## config.mk

```make
export PLATFORM = sky130hd
export DESIGN_NAME = ysyx_22050854_mdu_scheduler
export DESIGN_NICKNAME = d
export VERILOG_FILES = /design/src/rtl/ysyx_22050854_mdu_pkg.sv /design/src/rtl/ysyx_22050854_sat_counter.sv /design/src/rtl/ysyx_22050854_mdu_scheduler.sv
export SDC_FILE = /design/constraint.sdc
export NUM_CORES = 1
export LEC_CHECK = 0
export CORE_AREA = 2 2 236 238
export CTS_CLUSTER_DIAMETER = 30
export DETAILED_ROUTE_END_ITERATION = 12
export DIE_AREA = 0 0 238 240
export PLACE_DENSITY = 0.55
export SETUP_SLACK_MARGIN = 0.3
export SKIP_LAST_GASP = 1
export SLEW_MARGIN = 0
export SYNTH_ARGS = -nofsm -noshare
export SYNTH_HDL_FRONTEND = slang
export SYNTH_SLANG_ARGS = --single-unit
```

## constraint.sdc

```tcl
create_clock -name i_clock -period 22.3 [get_ports i_clock]
set_input_delay 4.46 -clock i_clock [delete_from_list [all_inputs] [get_ports i_clock]]
set_output_delay 4.46 -clock i_clock [all_outputs]
set_load 0.05 [all_outputs]
```

## src/rtl/ysyx_22050854_mdu_pkg.sv

```systemverilog
// Shared types and constants for the mul/div scheduler.
//   mdu_state_e : scheduler FSM states
//   res_sel_e   : result selector encoding (which unit output is returned)
//   XlenDefault : default operand/result width
package ysyx_22050854_mdu_pkg;

  localparam int unsigned XlenDefault = 64;

  typedef enum logic [2:0] {
    StIdle,
    StIssue,
    StWait,
    StDone,
    StDrain
  } mdu_state_e;

  typedef enum logic [1:0] {
    ResMulLo = 2'b00,
    ResMulHi = 2'b01,
    ResQuot  = 2'b10,
    ResRem   = 2'b11
  } res_sel_e;

endpackage

```

## src/rtl/ysyx_22050854_sat_counter.sv

```systemverilog
// Saturating up-counter with synchronous clear and count enable.
// Ports:
//   i_clock, i_reset : clock, asynchronous active-high reset
//   i_clear          : force count to zero at the next edge (wins over enable)
//   i_enable         : increment at the next edge, holding at all-ones
//   o_count_next     : value the counter takes at the next edge
module ysyx_22050854_sat_counter #(
  parameter int unsigned WIDTH = 8
) (
  input  logic             i_clock,
  input  logic             i_reset,
  input  logic             i_clear,
  input  logic             i_enable,
  output logic [WIDTH-1:0] o_count_next
);

  logic [WIDTH-1:0] r_count;
  logic [WIDTH-1:0] w_count_next;

  always_comb begin
    w_count_next = r_count;
    if (i_clear) begin
      w_count_next = '0;
    end else if (i_enable && (r_count != {WIDTH{1'b1}})) begin
      w_count_next = r_count + WIDTH'(1);
    end
  end

  always_ff @(posedge i_clock or posedge i_reset) begin
    if (i_reset) begin
      r_count <= '0;
    end else begin
      r_count <= w_count_next;
    end
  end

  // Exposing the next value lets the owner snapshot the count including the
  // cycle in which the snapshot is taken.
  assign o_count_next = w_count_next;

endmodule

```

## src/rtl/ysyx_22050854_mdu_scheduler.sv

```systemverilog
// Sequencer between EXE and the multi-cycle multiplier / divider.
// Accepts one op, latches operands, issues a one-cycle strobe to the selected
// unit, waits for its result and returns it with a one-cycle valid.
// Ports:
//   i_clock, i_reset            : clock, asynchronous active-high reset
//   i_req_*                     : op request from EXE (valid, unit, result select,
//                                 control code, operands)
//   i_flush                     : kill the in-flight op
//   i_mul_* / i_div_*           : unit status and results
//   o_mul_valid, o_div_valid    : issue strobes
//   o_op_ctl, o_op_src1/2       : latched control code and operands for the units
//   o_busy                      : EXE stall
//   o_res_valid, o_res_data     : returned result
//   o_last_latency              : issue-to-result cycles of the last completed op
module ysyx_22050854_mdu_scheduler
  import ysyx_22050854_mdu_pkg::*;
#(
  parameter int unsigned XLEN  = XlenDefault,
  parameter int unsigned CNT_W = 8
) (
  input  logic             i_clock,
  input  logic             i_reset,
  input  logic             i_req_valid,
  input  logic             i_req_is_div,
  input  logic [1:0]       i_req_res_sel,
  input  logic [3:0]       i_req_ctl,
  input  logic [XLEN-1:0]  i_req_src1,
  input  logic [XLEN-1:0]  i_req_src2,
  input  logic             i_flush,
  input  logic             i_mul_ready,
  input  logic             i_mul_doing,
  input  logic             i_mul_out_valid,
  input  logic [XLEN-1:0]  i_mul_result_hi,
  input  logic [XLEN-1:0]  i_mul_result_lo,
  input  logic             i_div_ready,
  input  logic             i_div_doing,
  input  logic             i_div_out_valid,
  input  logic [XLEN-1:0]  i_div_quotient,
  input  logic [XLEN-1:0]  i_div_remainder,
  output logic             o_mul_valid,
  output logic             o_div_valid,
  output logic [3:0]       o_op_ctl,
  output logic [XLEN-1:0]  o_op_src1,
  output logic [XLEN-1:0]  o_op_src2,
  output logic             o_busy,
  output logic             o_res_valid,
  output logic [XLEN-1:0]  o_res_data,
  output logic [CNT_W-1:0] o_last_latency
);

  mdu_state_e       r_state;
  mdu_state_e       w_state_next;
  logic             r_is_div;
  res_sel_e         r_res_sel;
  logic [3:0]       r_ctl;
  logic [XLEN-1:0]  r_src1;
  logic [XLEN-1:0]  r_src2;
  logic [XLEN-1:0]  r_res;
  logic [CNT_W-1:0] r_last_lat;

  logic             w_accept;
  logic             w_issue;
  logic             w_capture;
  logic             w_cnt_clear;
  logic             w_cnt_enable;
  logic             w_sel_ready;
  logic             w_sel_out_valid;
  logic [XLEN-1:0]  w_sel_result;
  logic [CNT_W-1:0] w_cnt_next;

  // Only the latched unit is considered; the other unit's status is ignored.
  assign w_sel_ready     = r_is_div ? (i_div_ready && !i_div_doing)
                                    : (i_mul_ready && !i_mul_doing);
  assign w_sel_out_valid = r_is_div ? i_div_out_valid : i_mul_out_valid;

  always_comb begin
    w_sel_result = i_mul_result_lo;
    unique case (r_res_sel)
      ResMulLo: w_sel_result = i_mul_result_lo;
      ResMulHi: w_sel_result = i_mul_result_hi;
      ResQuot:  w_sel_result = i_div_quotient;
      ResRem:   w_sel_result = i_div_remainder;
    endcase
  end

  always_comb begin
    w_state_next = r_state;
    w_accept     = 1'b0;
    w_issue      = 1'b0;
    w_capture    = 1'b0;
    w_cnt_clear  = 1'b0;
    w_cnt_enable = 1'b0;
    o_res_valid  = 1'b0;
    unique case (r_state)
      StIdle: begin
        if (i_req_valid && !i_flush) begin
          w_accept     = 1'b1;
          w_cnt_clear  = 1'b1;
          w_state_next = StIssue;
        end
      end
      StIssue: begin
        w_cnt_enable = 1'b1;
        if (i_flush) begin
          w_state_next = StIdle;
        end else if (w_sel_ready) begin
          w_issue      = 1'b1;
          w_state_next = StWait;
        end
      end
      StWait: begin
        w_cnt_enable = 1'b1;
        if (w_sel_out_valid) begin
          // A flush coinciding with the result drops it; nothing left to drain.
          if (i_flush) begin
            w_state_next = StIdle;
          end else begin
            w_capture    = 1'b1;
            w_state_next = StDone;
          end
        end else if (i_flush) begin
          w_state_next = StDrain;
        end
      end
      StDone: begin
        o_res_valid  = !i_flush;
        w_state_next = StIdle;
      end
      StDrain: begin
        if (w_sel_out_valid) begin
          w_state_next = StIdle;
        end
      end
      default: w_state_next = StIdle;
    endcase
  end

  always_ff @(posedge i_clock or posedge i_reset) begin
    if (i_reset) begin
      r_state    <= StIdle;
      r_is_div   <= 1'b0;
      r_res_sel  <= ResMulLo;
      r_ctl      <= '0;
      r_src1     <= '0;
      r_src2     <= '0;
      r_res      <= '0;
      r_last_lat <= '0;
    end else begin
      r_state <= w_state_next;
      if (w_accept) begin
        r_is_div  <= i_req_is_div;
        r_res_sel <= res_sel_e'(i_req_res_sel);
        r_ctl     <= i_req_ctl;
        r_src1    <= i_req_src1;
        r_src2    <= i_req_src2;
      end
      if (w_capture) begin
        r_res      <= w_sel_result;
        r_last_lat <= w_cnt_next;
      end
    end
  end

  ysyx_22050854_sat_counter #(
    .WIDTH (CNT_W)
  ) u_lat_cnt (
    .i_clock      (i_clock),
    .i_reset      (i_reset),
    .i_clear      (w_cnt_clear),
    .i_enable     (w_cnt_enable),
    .o_count_next (w_cnt_next)
  );

  assign o_mul_valid    = w_issue && !r_is_div;
  assign o_div_valid    = w_issue && r_is_div;
  assign o_op_ctl       = r_ctl;
  assign o_op_src1      = r_src1;
  assign o_op_src2      = r_src2;
  assign o_res_data     = r_res;
  assign o_last_latency = r_last_lat;
  // Reset is folded in so the stall drops immediately, not at the next edge.
  assign o_busy = i_req_valid && !i_flush && !i_reset && (r_state != StDone);

endmodule
```

==> results of run 1 <==
## layout make-up
class | count | area [sq um] | share of cell area
Timing Repair Buffer | 615 | 6140 | 0.322
Sequential cell | 218 | 5460 | 0.287
Multi-Input combinational cell | 614 | 4170 | 0.219
Clock buffer | 96 | 2010 | 0.105
Tap cell | 704 | 881 | 0.0462
Clock inverter | 28 | 360 | 0.0189
Antenna cell | 7 | 17.5 | 0.000920
Inverter | 2 | 15.0 | 0.000788
## how the worst min path moves through the flow
stage | startpoint | end | slack [ns] | cells after the start
floorplan | r_is_div | r_is_div | 0.50 | 2
global placement | o_op_src2[30] | o_op_src2[30] | 0.46 | 2
detailed placement | o_op_src1[54] | o_op_src1[54] | 0.46 | 2
CTS | o_op_src1[54] | o_op_src1[54] | 0.47 | 2
global route | o_op_src1[47] | o_op_src1[47] | 0.49 | 2
finish | o_op_src1[46] | o_op_src1[46] | 0.47 | 2
## worst reg2reg max path: cells and delay by family (launching register included)
kind                   cells  cell delay [ns]
flip-flops                 1             0.50
AND/OR/NAND/NOR            4             1.75
buffers and inverters      1             0.81
## Yosys cell counts, types with 6 or more instances
cell type	number
o21ai_0	6
mux2_1	64
dfrtp_1	218
clkbuf_1	24
nand2_1	420
mux4_2	64
buf_2	17
mux2i_1	6
buf_4	6
nor2_1	15
buf_6	7
## state kept, by name, summed over array words and instances, names as in the netlist
signal	cells
r_is_div	1
o_op_ctl	4
o_res_data	64
o_op_src2	64
r_res_sel	2
o_last_latency	8
o_op_src1	64
u_lat_cnt.r_count	8
r_state	3
## layout by cell type, fill, tap and decap left out, drive strengths merged, types with 2 or more instances in the layout
master         Yosys  routed
inv                2       5
nor3               3       3
nor4               3       3
nor2b              3       3
nor4b              2       2
nand4              2       2
mux2              64      64
nand3              3       3
bufinv             0       4
diode              0       7
mux2i              6       6
o21ai              6       6
mux4              64      64
buf               30       7
nand2            420     420
xnor2              2       2
dfrtp            218     218
and3               3       3
clkdlybuf4s50      0     608
clkinv             0      21
nor2              15      15
clkbuf            24      96
a21oi              3       3
o31ai              2       2
## power by group through the flow
stage / combinational, W / sequential, W / clock (W)
after floorplan: 0.000363 / 0.00128 / 0
after global placement: 0.00151 / 0.000705 / 0
after detailed placement: 0.00151 / 0.000712 / 0
after CTS: 0.00152 / 0.000713 / 0.000992
after global routing: 0.00157 / 0.000736 / 0.00101
final: 0.00150 / 0.000711 / 0.000966
## metal layers
layer | vias to the layer above | part of all wire | routed length, um | global-route usage
met5 | - | 0.0023 | 103 | 0
met4 | 16 | 0.049 | 2220 | 0.100
met3 | 110 | 0.10 | 4610 | 0.0592
met2 | 503 | 0.49 | 22300 | 0.261
met1 | 4571 | 0.36 | 16300 | 0.158
li1 | 4274 | - | - | -
## metrics by stage
step	util	power, W	instances
6_report	0.348	0.00317	2284
5_1_grt	0.348	0.00332	2283
4_1_cts	0.348	0.00322	2277
3_5_place_dp	0.305	0.00222	2153
3_3_place_gp	0.305	0.00221	2153
2_1_floorplan	-	0.00164	888
## logic make-up after synthesis
| group | after synthesis |
|---|---|
| adder cells (fa/ha/maj) | 1 |
| buffers and inverters | 56 |
| AND/OR/NAND/NOR | 464 |
| AO/OA/AOI/OAI | 13 |
| XOR/XNOR | 2 |
| multiplexers | 134 |
| flip-flops | 218 |
==> qor.csv, run 1 <==
metric,value,unit
period utilisation layout,0.482,
core area,54700,sq um
power share of the clock group,0.304,
Setup crit start,i_mul_ready,
Slew headroom,0.346,
first drt pass iteration count,4,
fmax,93.0,MHz
number of buffers added for setup after CTS,0,
full die area,57100,sq um
Post-Syn Area,9910,sq um
min-delay worst type,reg -> reg,
DR DRC count,0,
FF-to-FF path depth,5,
root buffer cell,clkbuf_16,
nets,1922,
vias in the first global route,10081,
Area growth syn-to-layout,92.1,%
clock latency on the worst-skew pair,0.57,ns
Worst EP arrival,6.29,ns
post-synthesis mux area share,0.224,
Max clock buf depth,3,
Net Sw Power,0.00138,W
number of flops mapped to enable cells by yosys,0,
final hold slack,0.469,ns
port bufs,608,
prevailing post-synth register cell,dfrtp_1,
FILL cells,5464,
Crit Reg-Reg Startpoint,r_state[2],
routed wire length per instance,19.9,um
unrepaired setup endpoints after global routing,false,
"delay-heaviest family, CP",buffers and inverters,
Seq pwr share,0.224,
"Seq/Total Area, Yosys",0.550,
status,"finished, final reports clean",
"most used cell, CP",clkdlybuf4s50_1,
Critical Path RT,17.84,ns
syn avg cell area,11.2,sq um
"top cells by area, synth","dfrtp_1 55%, nand2_1 16%, mux4_2 15%",
largest family of logic cells by synthesized area,multiplexers,
post-DP HPWL,34.3,mm
Mapped Nets,1290,
RR Endpoint,o_op_src1[14],
Routed WL,45.5,mm
Worst path max stage delay,0.81,ns
Final Setup Violations,0,
CP max FO,2,
fin crit period,10.75,ns
die width,238,um
Synth area leader,dfrtp_1,
startpoint types,primary input,
crit end category,output port,
CTS tree,yes,
H-tree depth,3,
library cells used by synthesis,35,
"Buf+Inv Stages, Crit Path",2,
Max-Cap Viols,0,
DP Area,16700,sq um
clock sink count,218,
Yosys reg bits,218,
# rows,86,
RePlAce Congestion,0.852,
ys async rst share,1.00,
Final Max Slew Viols,0,
Iter 0 DRT Violations,308,
Synth top area share,0.550,
clk slew on worst S/H paths,0.04,ns
largest net degree at the start of global routing,102,
LEAKAGE,8.31,nW
crit path to,o_mul_valid,
Crit Path Category,in -> out,
Final WS setup,11.55,ns
Ys Warns,0,
Die Ht,240,um
antenna violations before repair,18,
measured slew at the worst slew-check pin,0.981,ns
Synth Area in Compound Gates,0.00745,
layout cell share with drive strength beyond 1,0.123,
first-pass GRT wire length,64.1,mm
Synth Area in Simple Gates,0.184,
# IOs,609,
switching part of the total power,0.436,
CP cell instances,clkdlybuf4s50_1 -> or3b_2 -> nor2_1 -> clkdlybuf4s50_1,
Slowest cell on crit path,clkdlybuf4s50_1,
Vias,9474,
Combinational Power Share,0.472,
Initial Util,0.181,
gr ovfl total,0,
Synth Area in Adders,0.00126,
fin area,19000,sq um
r2r setup slk,19.17,ns
Global Route Usage Sum,0.153,
total negative slack,0,ns
Via-to-Cell Ratio,4.15,
post_cts resized,0,
Max VDD drop,0.0000834,V
Fin Clk Skew,0.0110,ns
cell count after synthesis,888,
Final Hold Vio Count,0,
Routed Antenna Nets,0,
CP Depth,4,
PD cells,167,nW/um^2
Place WS,11.57,ns
# hold bufs at CTS,0,
Num CTS Buffers,69,
Pint,0.00179,W
xor/xnor share of the synthesized area,0.00177,
No activity file was read; power rests on OpenSTA's default activity.
==> inputs of run 2 (changes only) <==
clock period = 10.8 ns   (was 22.3 ns; I/O delays follow)
==> qor.csv, run 2 (same netlist as run 1, synthesis figures left out) <==
metric,value,unit,change
# hold bufs at CTS,0,,unchanged
fmax,162,MHz,
Max VDD drop,0.000186,V,was 0.0000834 V
vias in the first global route,9986,,was 10081
CP max FO,2,,unchanged
Max clock buf depth,3,,unchanged
nets,1918,,was 1922
most frequent cells in the layout,"608 x clkdlybuf4s50_1, 419 x nand2_1, 216 x dfrtp_1",,unchanged
post_cts resized,0,,unchanged
Max-Cap Viols,0,,unchanged
root buffer cell,clkbuf_16,,unchanged
Hold Startpoint,o_op_src2[27],,was o_op_src1[46]
Setup crit start,i_mul_ready,,unchanged
multi-input logic area,4170,sq um,unchanged
CTS tree,yes,,unchanged
total negative slack,0,ns,unchanged
Fin Clk Skew,0.0144,ns,was 0.0110 ns
Crit Path Category,in -> out,,unchanged
FILL cells,5485,,was 5464
"most common cell after layout, fill and taps aside",clkdlybuf4s50_1,,unchanged
port bufs,608,,unchanged
antenna violations before repair,14,,was 18
RePlAce Congestion,0.853,,was 0.852
Final Max Slew Viols,0,,unchanged
Via-to-Cell Ratio,4.12,,was 4.15
# rows,86,,unchanged
first drt pass iteration count,5,,was 4
min-delay worst type,reg -> reg,,unchanged
Overall Power,0.00634,W,was 0.00317 W
gr ovfl total,0,,unchanged
Global Route Usage Sum,0.156,,was 0.153
largest net degree at the start of global routing,121,,was 102
Initial Util,0.181,,unchanged
H-tree depth,3,,unchanged
Die Ht,240,um,unchanged
full die area,57100,sq um,unchanged
Final Hold Vio Count,0,,unchanged
period utilisation layout,0.572,,
unrepaired setup endpoints after global routing,false,,unchanged
measured slew at the worst slew-check pin,0.992,ns,was 0.981 ns
Num CTS Buffers,66,,was 69
Crit Reg-Reg Startpoint,r_state[2],,unchanged
crit end category,output port,,unchanged
clock sink count,218,,unchanged
core area,54700,sq um,unchanged
post-DP HPWL,34.0,mm,was 34.3 mm
Final WS setup,4.62,ns,was 11.55 ns
Area growth syn-to-layout,89.2,%,was 92.1%
Slew headroom,0.339,,was 0.346
Place WS,4.62,ns,was 11.57 ns
LEAKAGE,8.15,nW,was 8.31 nW
die width,238,um,unchanged
routed wire length per instance,20.0,um,was 19.9 um
Worst EP arrival,4.02,ns,was 6.29 ns
clock latency on the worst-skew pair,0.57,ns,about the same
# IOs,609,,unchanged
Critical Path RT,8.64,ns,was 17.84 ns
startpoint types,primary input,,unchanged
Final Setup Violations,0,,unchanged
FF/Latch Area,5460,sq um,unchanged
Vias,9358,,was 9474
Iter 0 DRT Violations,340,,was 308
status,"finished, final reports clean",,unchanged
first-pass GRT wire length,64.7,mm,was 64.1 mm
number of buffers added for setup after CTS,0,,unchanged
clk slew on worst S/H paths,0.04,ns,about the same
DR DRC count,0,,unchanged
PD cells,338,nW/um^2,was 167 nW/um^2
layout cell share with drive strength beyond 1,0.113,,was 0.123
Routed Antenna Nets,0,,unchanged
fin crit period,6.18,ns,
Routed WL,45.5,mm,about the same
run 2: cell type report:
| cell class | count | area share |
|---|---|---|
| tap | 704 | 0.0470 |
| clock buffer | 94 | 0.101 |
| antenna | 5 | 0.000667 |
| timing repair buffer | 614 | 0.327 |
| sequential | 218 | 0.291 |
| inverter | 2 | 0.000800 |
| multi-input combinational | 614 | 0.222 |
| clock inverter | 21 | 0.00954 |
run 2: critical path: stages:
cell and delay (ns):
clkdlybuf4s50_1 0.47, or3b_2 0.46, nor2_1 0.10, clkdlybuf4s50_1 0.82
run 2: worst paths after layout:
check | end | slack, ns | depth (start not counted)
worst max-delay path | o_mul_valid | 4.62 | 4
worst min-delay path | o_op_src2[27] | 0.47 | 2
worst max register to register | o_op_src1[9] | 7.69 | 5
worst min register to register | o_op_src2[27] | 0.47 | 2
max in group asynchronous | o_op_src1[22] | 7.37 | 3
min in group asynchronous | o_op_src2[60] | 2.11 | 2
run 2: power breakdown:
part | total (W) | switching [W] | internal [W]
sequential | 0.00142 | 0.000229 | 0.00119
clock | 0.00178 | 0.000545 | 0.00123
combinational | 0.00314 | 0.00202 | 0.00111
total | 0.00634 | 0.00280 | 0.00354
run 2: through the flow:
step	hold slack (ns)	cell area, sq um	util	std cells
after CTS	0.472	18700	0.343	2267
after global routing	0.489	18800	0.343	2271
final	0.467	18800	0.343	2272
after floorplan	0.502	9910	-	888
after global placement	0.457	16700	0.305	2152
after detailed placement	0.461	16700	0.305	2152
run 2: layer usage:
metal / GRT usage / up-vias / share of wire
li1: - / 4256 / -
met1: 0.164 / 4478 / 0.36
met2: 0.264 / 514 / 0.49
met3: 0.0636 / 98 / 0.10
met4: 0.0877 / 12 / 0.044
met5: 0 / - / 0.0016
==> inputs of run 3 (changes only) <==
clock period = 6.4 ns   (was 10.8 ns; I/O delays follow)
==> qor.csv, run 3 (same netlist as run 1, synthesis figures left out) <==
metric,value,unit,change
fmax,221,MHz,
clk slew on worst S/H paths,0.04,ns,about the same
fin crit period,4.52,ns,
Die Ht,240,um,unchanged
clock sink count,218,,unchanged
DR DRC count,0,,unchanged
port bufs,608,,unchanged
Num CTS Buffers,67,,was 66
"delay-heaviest family, CP",buffers and inverters,,unchanged
antenna violations before repair,16,,was 14
post-DP HPWL,34.9,mm,was 34.0 mm
Combinational Power Share,0.477,,was 0.495
Max VDD drop,0.000423,V,was 0.000186 V
gr ovfl total,0,,unchanged
CP max FO,2,,unchanged
root buffer cell,clkbuf_16,,unchanged
Vias,9448,,was 9358
Final Hold Vio Count,0,,unchanged
Net Sw Power,0.00479,W,was 0.00280 W
first drt pass iteration count,4,,was 5
power share of the clock group,0.306,,was 0.280
Final Setup Violations,0,,unchanged
post_cts resized,0,,unchanged
Initial Util,0.181,,unchanged
# rows,86,,unchanged
largest net degree at the start of global routing,119,,was 121
first-pass GRT wire length,65.1,mm,was 64.7 mm
H-tree depth,3,,unchanged
Routed WL,46.4,mm,was 45.5 mm
switching part of the total power,0.431,,was 0.442
RePlAce Congestion,0.851,,was 0.853
FILL cells,5419,,was 5485
# hold bufs at CTS,0,,unchanged
core area,54700,sq um,unchanged
Slowest cell on crit path,clkdlybuf4s50_1,,unchanged
PD cells,582,nW/um^2,was 338 nW/um^2
Final Max Slew Viols,0,,unchanged
"most used cell, CP",clkdlybuf4s50_1,,unchanged
Global Route Usage Sum,0.157,,was 0.156
routed wire length per instance,20.3,um,was 20.0 um
# IOs,609,,unchanged
Slew headroom,0.358,,was 0.339
LEAKAGE,8.29,nW,was 8.15 nW
Worst path max stage delay,0.82,ns,about the same
period utilisation layout,0.706,,
Pint,0.00632,W,was 0.00354 W
Seq pwr share,0.218,,was 0.225
full die area,57100,sq um,unchanged
Max-Cap Viols,0,,unchanged
CP cell instances,clkdlybuf4s50_1 -> or3b_2 -> nor2_1 -> clkdlybuf4s50_1,,unchanged
crit end category,output port,,unchanged
status,"finished, final reports clean",,unchanged
Critical Path RT,5.12,ns,was 8.64 ns
Via-to-Cell Ratio,4.13,,was 4.12
unrepaired setup endpoints after global routing,false,,unchanged
"most common cell after layout, fill and taps aside",clkdlybuf4s50_1,,unchanged
nets,1922,,was 1918
Max clock buf depth,3,,unchanged
total negative slack,0,ns,unchanged
Crit Path Category,in -> out,,unchanged
die width,238,um,unchanged
most frequent cells in the layout,"608 x clkdlybuf4s50_1, 419 x nand2_1, 216 x dfrtp_1",,unchanged
"Buf+Inv Stages, Crit Path",2,,unchanged
Routed Antenna Nets,0,,unchanged
Fin Clk Skew,0.0169,ns,was 0.0144 ns
Overall Power,0.0111,W,was 0.00634 W
Iter 0 DRT Violations,363,,was 340
CTS tree,yes,,unchanged
layout cell share with drive strength beyond 1,0.118,,was 0.113
startpoint types,primary input,,unchanged
Worst EP arrival,3.24,ns,was 4.02 ns
number of buffers added for setup after CTS,0,,unchanged
Area growth syn-to-layout,92.5,%,was 89.2%
measured slew at the worst slew-check pin,0.963,ns,was 0.992 ns
min-delay worst type,reg -> reg,,unchanged
vias in the first global route,10047,,was 9986
clock latency on the worst-skew pair,0.57,ns,about the same
run 3: changes by cell type in the layout (fill, tap and decap cells not counted), sizes merged:
cell | previous run | this run
diode | 5 | 13
clkbuf | 94 | 102
inv | 4 | 6
buf | 6 | 9
bufinv | 1 | 7
clkinv | 15 | 5
run 3: per-layer routing:
metal	track usage	up-vias	part of all wire
met5	0	-	0.00054
met4	0.114	4	0.058
met3	0.0615	107	0.10
met2	0.258	503	0.48
met1	0.165	4555	0.36
li1	-	4279	-
run 3: through the flow:
| step | setup slack [ns] | area, sq um | utilization | cells | hold slack, ns |
|---|---|---|---|---|---|
| 2_1_floorplan | 2.28 | 9920 | - | 888 | 0.502 |
| 4_1_cts | 1.87 | 19100 | 0.349 | 2276 | 0.472 |
| 3_5_place_dp | 1.88 | 16700 | 0.306 | 2155 | 0.461 |
| 5_1_grt | 1.82 | 19100 | 0.349 | 2287 | 0.484 |
| 6_report | 1.88 | 19100 | 0.349 | 2289 | 0.466 |
| 3_3_place_gp | 1.85 | 16700 | 0.306 | 2155 | 0.457 |
run 3: tightest hold or removal path, stage by stage (launching register included):
cell and delay, ns:
dfrtp_1 0.33, nand2_1 0.05, nand2_1 0.05
run 3: power groups by stage:
stage | Combinational [W] | Clock (W) | Sequential (W)
CTS | 0.00536 | 0.00349 | 0.00243
global placement | 0.00533 | 0 | 0.00240
finish | 0.00530 | 0.00340 | 0.00242
floorplan | 0.00126 | 0 | 0.00445
global route | 0.00554 | 0.00356 | 0.00251
detailed placement | 0.00533 | 0 | 0.00242
run 3: final cells by class:
cell class,count,area (sq um),share of cell area
multi-input combinational,614,4170,0.218
inverter,2,11.3,0.000590
timing repair buffer,617,6180,0.324
tap,704,881,0.0462
antenna,13,32.5,0.00170
sequential,218,5460,0.286
clock buffer,102,2000,0.105
clock inverter,19,353,0.0185
run 3: worst paths after layout:
check / endpoint / cells past startpoint / slack [ns] / startpoint
setup / recovery: o_mul_valid / 4 / 1.88 / i_mul_ready
hold reg to reg: o_op_src1[11] / 2 / 0.47 / o_op_src1[11]
min in group asynchronous: o_op_src2[2] / 3 / 1.20 / i_reset
setup reg to reg: o_res_data[52] / 3 / 3.74 / r_res_sel[0]
hold / removal: o_op_src1[11] / 2 / 0.47 / o_op_src1[11]
max in group asynchronous: o_res_data[52] / 4 / 3.81 / i_reset
